**src/rtl/butterfly_stage.sv**
```systemverilog
// Pipelined 8-point radix-2 DIT FFT. One frame of 8 complex samples enters
// per clock, and one 8-bin spectrum leaves per clock, three register ranks later.
//
// Ports:
//   clk_i        clock, all state updates on the rising edge
//   rst_i        asynchronous reset, active-low; clears every pipeline rank
//   signal       time-domain samples x[0..7], natural order, {re, im} per word
//   final_stage  frequency bins X[0..7], natural order, {re, im} per word
//
// All arithmetic is two's complement at DW bits and wraps. The core applies
// no scaling, so callers must keep input magnitudes below 2^(DW-4).
module butterfly_stage #(
  parameter int unsigned DW      = 25,
  parameter int unsigned TW_FRAC = 15
) (
  input  logic                clk_i,
  input  logic                rst_i,
  input  logic [2*DW-1:0]     signal      [7:0],
  output logic [2*DW-1:0]     final_stage [7:0]
);

  localparam int unsigned WW = 2 * DW;
  // Product width: a (DW+1)-bit sum times a (TW_FRAC+1)-bit signed constant.
  localparam int unsigned PW = DW + TW_FRAC + 2;
  // The constant is sqrt(2)/2 in Q(TW_FRAC).
  localparam logic signed [PW-1:0] TW_C = PW'(23170);
  localparam logic signed [PW-1:0] HALF = PW'(2 ** (TW_FRAC - 1));

  // Complex add, with each component wrapping modulo 2^DW.
  function automatic logic [WW-1:0] cadd(input logic [WW-1:0] a, input logic [WW-1:0] b);
    logic [DW-1:0] r;
    logic [DW-1:0] i;
    r = a[WW-1:DW] + b[WW-1:DW];
    i = a[DW-1:0] + b[DW-1:0];
    return {r, i};
  endfunction

  // Complex subtract, with each component wrapping modulo 2^DW.
  function automatic logic [WW-1:0] csub(input logic [WW-1:0] a, input logic [WW-1:0] b);
    logic [DW-1:0] r;
    logic [DW-1:0] i;
    r = a[WW-1:DW] - b[WW-1:DW];
    i = a[DW-1:0] - b[DW-1:0];
    return {r, i};
  endfunction

  // Multiply the lower butterfly input by W8^e.
  // The sums are widened by one bit and the products are kept at full width.
  // Rounding is half-up: add 2^(TW_FRAC-1), then shift arithmetically.
  // R(-p) differs from -R(p), so the -c*(re+im) term is rounded on its own.
  function automatic logic [WW-1:0] twiddle(input logic [WW-1:0] b, input logic [1:0] e);
    logic signed [DW-1:0] re;
    logic signed [DW-1:0] im;
    logic signed [DW-1:0] nre;
    logic signed [DW:0]   s_sum;
    logic signed [DW:0]   s_dif;
    logic signed [PW-1:0] p_sum;
    logic signed [PW-1:0] p_dif;
    logic signed [DW-1:0] r_sum;
    logic signed [DW-1:0] r_dif;
    logic signed [DW-1:0] r_nsum;
    logic [WW-1:0]        res;
    re     = signed'(b[WW-1:DW]);
    im     = signed'(b[DW-1:0]);
    nre    = -re;
    s_sum  = (DW+1)'(re) + (DW+1)'(im);
    s_dif  = (DW+1)'(im) - (DW+1)'(re);
    p_sum  = PW'(s_sum) * TW_C;
    p_dif  = PW'(s_dif) * TW_C;
    r_sum  = DW'((p_sum + HALF) >>> TW_FRAC);
    r_dif  = DW'((p_dif + HALF) >>> TW_FRAC);
    r_nsum = DW'((HALF - p_sum) >>> TW_FRAC);
    case (e)
      2'd0:    res = b;
      2'd1:    res = {r_sum, r_dif};
      2'd2:    res = {im, nre};
      default: res = {r_dif, r_nsum};
    endcase
    return res;
  endfunction

  logic [WW-1:0] s1_d [8];
  logic [WW-1:0] s1_q [8];
  logic [WW-1:0] s2_d [8];
  logic [WW-1:0] s2_q [8];
  logic [WW-1:0] s3_d [8];
  logic [WW-1:0] tw2  [2];
  logic [WW-1:0] tw3  [4];

  // Stage 1. The bit-reversed order 0,4,2,6,1,5,3,7 pairs as (0,4),(2,6),(1,5),(3,7).
  always_comb begin
    s1_d[0] = cadd(signal[0], signal[4]);
    s1_d[1] = csub(signal[0], signal[4]);
    s1_d[2] = cadd(signal[2], signal[6]);
    s1_d[3] = csub(signal[2], signal[6]);
    s1_d[4] = cadd(signal[1], signal[5]);
    s1_d[5] = csub(signal[1], signal[5]);
    s1_d[6] = cadd(signal[3], signal[7]);
    s1_d[7] = csub(signal[3], signal[7]);
  end

  // Stage 2, span 2. The second pair of each group of four takes -j.
  always_comb begin
    for (int g = 0; g < 2; g++) begin
      tw2[g] = '0;
      s2_d[4*g]   = '0;
      s2_d[4*g+1] = '0;
      s2_d[4*g+2] = '0;
      s2_d[4*g+3] = '0;
    end
    for (int g = 0; g < 2; g++) begin
      tw2[g]      = twiddle(s1_q[4*g+3], 2'd2);
      s2_d[4*g]   = cadd(s1_q[4*g],   s1_q[4*g+2]);
      s2_d[4*g+2] = csub(s1_q[4*g],   s1_q[4*g+2]);
      s2_d[4*g+1] = cadd(s1_q[4*g+1], tw2[g]);
      s2_d[4*g+3] = csub(s1_q[4*g+1], tw2[g]);
    end
  end

  // Stage 3, span 4. Pair k takes W8^k.
  always_comb begin
    for (int k = 0; k < 4; k++) begin
      tw3[k]    = '0;
      s3_d[k]   = '0;
      s3_d[k+4] = '0;
    end
    for (int k = 0; k < 4; k++) begin
      tw3[k]    = twiddle(s2_q[k+4], 2'(k));
      s3_d[k]   = cadd(s2_q[k], tw3[k]);
      s3_d[k+4] = csub(s2_q[k], tw3[k]);
    end
  end

  // Three register ranks with no gating. Reset drops every frame in flight.
  always_ff @(posedge clk_i or negedge rst_i) begin
    if (!rst_i) begin
      for (int n = 0; n < 8; n++) begin
        s1_q[n]        <= '0;
        s2_q[n]        <= '0;
        final_stage[n] <= '0;
      end
    end else begin
      for (int n = 0; n < 8; n++) begin
        s1_q[n]        <= s1_d[n];
        s2_q[n]        <= s2_d[n];
        final_stage[n] <= s3_d[n];
      end
    end
  end

endmodule

```
**config.mk**
```make
export PLATFORM = sky130hd
export DESIGN_NAME = butterfly_stage
export DESIGN_NICKNAME = d
export VERILOG_FILES = /design/src/rtl/butterfly_stage.sv
export SDC_FILE = /design/constraint.sdc
export NUM_CORES = 2
export LEC_CHECK = 0
export CAP_MARGIN = 20
export CORE_MARGIN = 4
export CORE_UTILIZATION = 45
export DETAILED_ROUTE_END_ITERATION = 12
export GPL_TIMING_DRIVEN = 0
export SLEW_MARGIN = 20
export SYNTH_ARGS = -nofsm -noshare
export SYNTH_HDL_FRONTEND = slang
export SYNTH_SLANG_ARGS = --single-unit
```
**constraint.sdc**
```tcl
create_clock -name clk_i -period 19.4 [get_ports clk_i]
set_input_delay 5.82 -clock clk_i [delete_from_list [all_inputs] [get_ports clk_i]]
set_output_delay 5.82 -clock clk_i [all_outputs]
set_load 0.02 [all_outputs]
```
Yosys cells after proc, flatten, opt, wreduce, memory -nomap -nowiden
Index checks and enable logic that the tools add are counted.
Storage, ports and cells
  flip-flop bits (word level): 1200
  input port bits: 402
  output and inout bits: 400
  word-level logic and storage cells: 87
Operators by class
  add/subtract/negate cells: 59
  $mul: 4
Operator list (count)
  $add A25 B25 Y25: 24
  $sub A25 B25 Y25: 24
  $mul A26 B15 Y39 const B: 4
  $add A40 B16 Y40 const B: 3
  $neg A25 Y25: 3
  $add A25 B25 Y26: 2
  $sub A25 B25 Y26: 2
  $sub A16 B40 Y40 const A: 1

Logic depth before layout (Yosys ltp)
  depth in word-level cells: 4
  mapped depth: 53
  gate-level depth less buffers: 52

Least setup slack after synthesis
Ideal clock, no wire load.
  path type: reg-to-reg
  start point: register s2_q[100] (netlist name)
  end point: register final_stage[274] (netlist name)
  library setup time: 0.130 ns
  data arrival time: 9.958 ns
  required time: 19.270 ns
  slack: 9.313 ns
  stages on the path, launching flop included: 44
  buffers on the path: 2
  clock period less this slack: 10.087 ns
  path through: dfrtp_1 inv_1 ha_1 inv_1 fa_1 a211o_1 a211oi_1 o21bai_1 a21oi_1 o21bai_1 a21oi_1 o21ai_0 a21oi_1 xnor2_1 ha_1 fa_1 fa_1 fa_1 (+8 left out) nor4_1 nand4b_1 nor2_1 nand2_1 a211oi_1 a211oi_1 xnor2_1 ha_1 clkbuf_1 or3_1 o211ai_1 o221ai_1 o41ai_1 o41ai_1 o21ai_0 a21oi_1 o31ai_1 xnor2_1
RTL lines
  from (decl): line 85  | logic [WW-1:0] s2_q [8];
  from (signal, indexed assignment): line 145  | s2_q[n] <= s2_d[n];
  to (signal, indexed assignment): line 146  | final_stage[n] <= s3_d[n];
  to (decl): line 19  | output logic [2*DW-1:0] final_stage [7:0]

==> impl_metrics.env <==
export IMPL_netlist_area_mm2=0.114
export IMPL_worstMarginPinSlew_ns=1.28
export IMPL_fin_area_mm2=0.132
export IMPL_cts_max_level=4
export IMPL_worstPathArrival_ns=13.43
export IMPL_synth_xor_area_share=0.104
export IMPL_synthDistinctLibCells=90
export IMPL_ant_nets=0
export IMPL_synth_mux_area_frac=0.000892
export IMPL_yosysTopAreaCellShare=0.259
export IMPL_end_kind="register"
export IMPL_grt_max_degree=148
export IMPL_max_freq_mhz=78.6
export IMPL_outcome="completed"
export IMPL_grt_pass1_vias=90500
export IMPL_vias=91264
export IMPL_yosys_area_share_simple=0.124
export IMPL_grt_overflow=0
export IMPL_fin_tns_setup_ns=0
export IMPL_die_area_mm2=0.261
export IMPL_seqCellArea_mm2=0.0294
export IMPL_ys_top_cells_by_area="dfrtp_1 (26%), ha_1 (22%), fa_1 (7.8%)"
export IMPL_syn_nets=15301
export IMPL_rsz0062_at_grt="false"
export IMPL_synth_edf_count=0
export IMPL_rows=184
export IMPL_hold_viol=0
export IMPL_path_max_fanout=9
export IMPL_synthAdderAreaFrac=0.296
export IMPL_ctsHoldBuffers=0
export IMPL_cts_buffer_depth=3
export IMPL_clkTransAtPathRegs_ns=0.07
export IMPL_crit_type="register to register"
export IMPL_yosysWarnings=0
export IMPL_portBuffers=801
export IMPL_synth_ff_type="dfrtp_1"
export IMPL_postCtsSetupBuffers=0
export IMPL_fin_crit_ns=12.72
export IMPL_drt_iter0_drc=6073
export IMPL_detail_route_vias_per_cell=5.33
export IMPL_cts_tree="built"
export IMPL_drive_above_1_share=0.0334
export IMPL_synth_compound_area_frac=0.144
export IMPL_cts_num_sinks=1176
export IMPL_core_area_mm2=0.251
export IMPL_initial_utilization=0.452
export IMPL_first_pass_iters=6
export IMPL_place_area_mm2=0.127
export IMPL_grt_pass1_wl_mm=560
export IMPL_drv_cap=0
export IMPL_drc=0
export IMPL_max_slew_margin=0.143
export IMPL_final_cells=17107
export IMPL_postSynthAreaPerCell_um2=9.10
export IMPL_boundaryPins=802
export IMPL_required_ns=20.11
export IMPL_startpoint_type="register"
export IMPL_finalSetupViolCount=0
export IMPL_gr_usage_all_layers=0.286
export IMPL_multi_input_comb_area_mm2=0.0764
export IMPL_final_common_cell="ha_1"
export IMPL_layout_common_cells="ha_1 (1,973), inv_1 (1,843), dfrtp_1 (1,176)"
export IMPL_hp_class="register to register"
export IMPL_cts_buffers=147
export IMPL_yosys_area_top_type="dfrtp_1"
export IMPL_die_h_um=510
export IMPL_finClkSkew_ns=0.0951
export IMPL_die_w_um=510
export IMPL_hpwl_mm=323
export IMPL_drv_slew=0
export IMPL_placed_cells=16646
export IMPL_gp_congestion=0.948
export IMPL_antenna_found_initial=151
export IMPL_synthToLayoutAreaGrowth_pct=16.4
export IMPL_synth_top_family_by_area="adder cells"
export IMPL_timing_final_ws_setup_ns=6.68
export IMPL_period_share=0.656
export IMPL_yosys_register_bits=1176
export IMPL_dp_slack_ns=6.71
export IMPL_synthArstFlopShare=1.00
export IMPL_root_buffer="clkbuf_16"
export IMPL_slowest_delay_ns=0.87
export IMPL_avgRoutedWirePerCell_um=22.3
export IMPL_slowest_stage="xnor2_1"
export IMPL_ys_seq_area_frac=0.259
export IMPL_syn_inst=12481
export IMPL_ctsResizeCount=0
export IMPL_nFillCells=23025
export IMPL_final_nets=16268
export IMPL_wl_mm=381
export IMPL_clock_latency_ns=0.86
## logic make-up after synthesis
family,count (synthesis)
mux,10
fa+ha+maj,2418
xor+xnor,1351
compound gates,2510
buf+inv,2155
simple gates,2861
flops,1176
## sequential cells by signal, indices dropped and copies added (netlist names)
register and count:
s2_q 392, s1_q 392, final_stage 392
## path summary, 6_finish.rpt
check / startpoint / endpoint / slack, ns / depth (start not counted)
max: s2_q[100] / final_stage[298] / 6.68 / 45
min: s1_q[199] / s2_q[199] / 0.64 / 2
max reg2reg: s2_q[100] / final_stage[298] / 6.68 / 45
min reg2reg: s1_q[199] / s2_q[199] / 0.64 / 2
max in group asynchronous: rst_i / s2_q[258] / 11.38 / 6
min in group asynchronous: rst_i / final_stage[391] / 4.90 / 1
## through the flow
stage / hold slack [ns] / util
floorplan: 0.571 / -
global placement: 0.624 / 0.500
detailed placement: 0.632 / 0.503
CTS: 0.643 / 0.524
global route: 0.673 / 0.526
finish: 0.642 / 0.526
## final cells by class
| class | count | share of cell area |
|---|---|---|
| diodes | 193 | 0.00365 |
| plain buffers | 312 | 0.00931 |
| clock buffers | 197 | 0.0317 |
| clock inverters | 70 | 0.00799 |
| inverters | 1843 | 0.0523 |
| multi-input cells | 9150 | 0.578 |
| flip-flops and latches | 1176 | 0.222 |
| well taps | 3348 | 0.0317 |
| repair buffers | 818 | 0.0631 |
## layer usage
| metal | routed length [um] | vias to the layer above | GRT usage |
|---|---|---|---|
| met2 | 179000 | 2258 | 0.473 |
| met3 | 17300 | 557 | 0.0333 |
| met1 | 164000 | 44422 | 0.370 |
| met5 | 127 | - | 0 |
| met4 | 20200 | 22 | 0.147 |
| li1 | - | 44005 | - |
## cells in the mapped netlist (all sizes together) (146+ instances only)
master	n
a21o	164
a21oi	791
and3	146
clkbuf	281
dfrtp	1176
fa	445
ha	1973
inv	1843
nand2	355
nand2b	148
nand3	175
nor2	1022
nor2b	174
nor3	325
o21ai	416
o21bai	252
or3	155
xnor2	923
xor2	427
## worst max-delay path: cells and delay by family, from the launching register on
kind                     cells  cell delay, ns
AO/OA/AOI/OAI               20            4.86
adder cells (fa/ha/maj)     10            3.56
XOR/XNOR                     4            1.88
AND/OR/NAND/NOR              6            1.19
buffers and inverters        5            0.69
flip-flops                   1            0.38
Power is not shown: default switching activity piles up to over one toggle a cycle in this logic, so the estimate is an artifact.
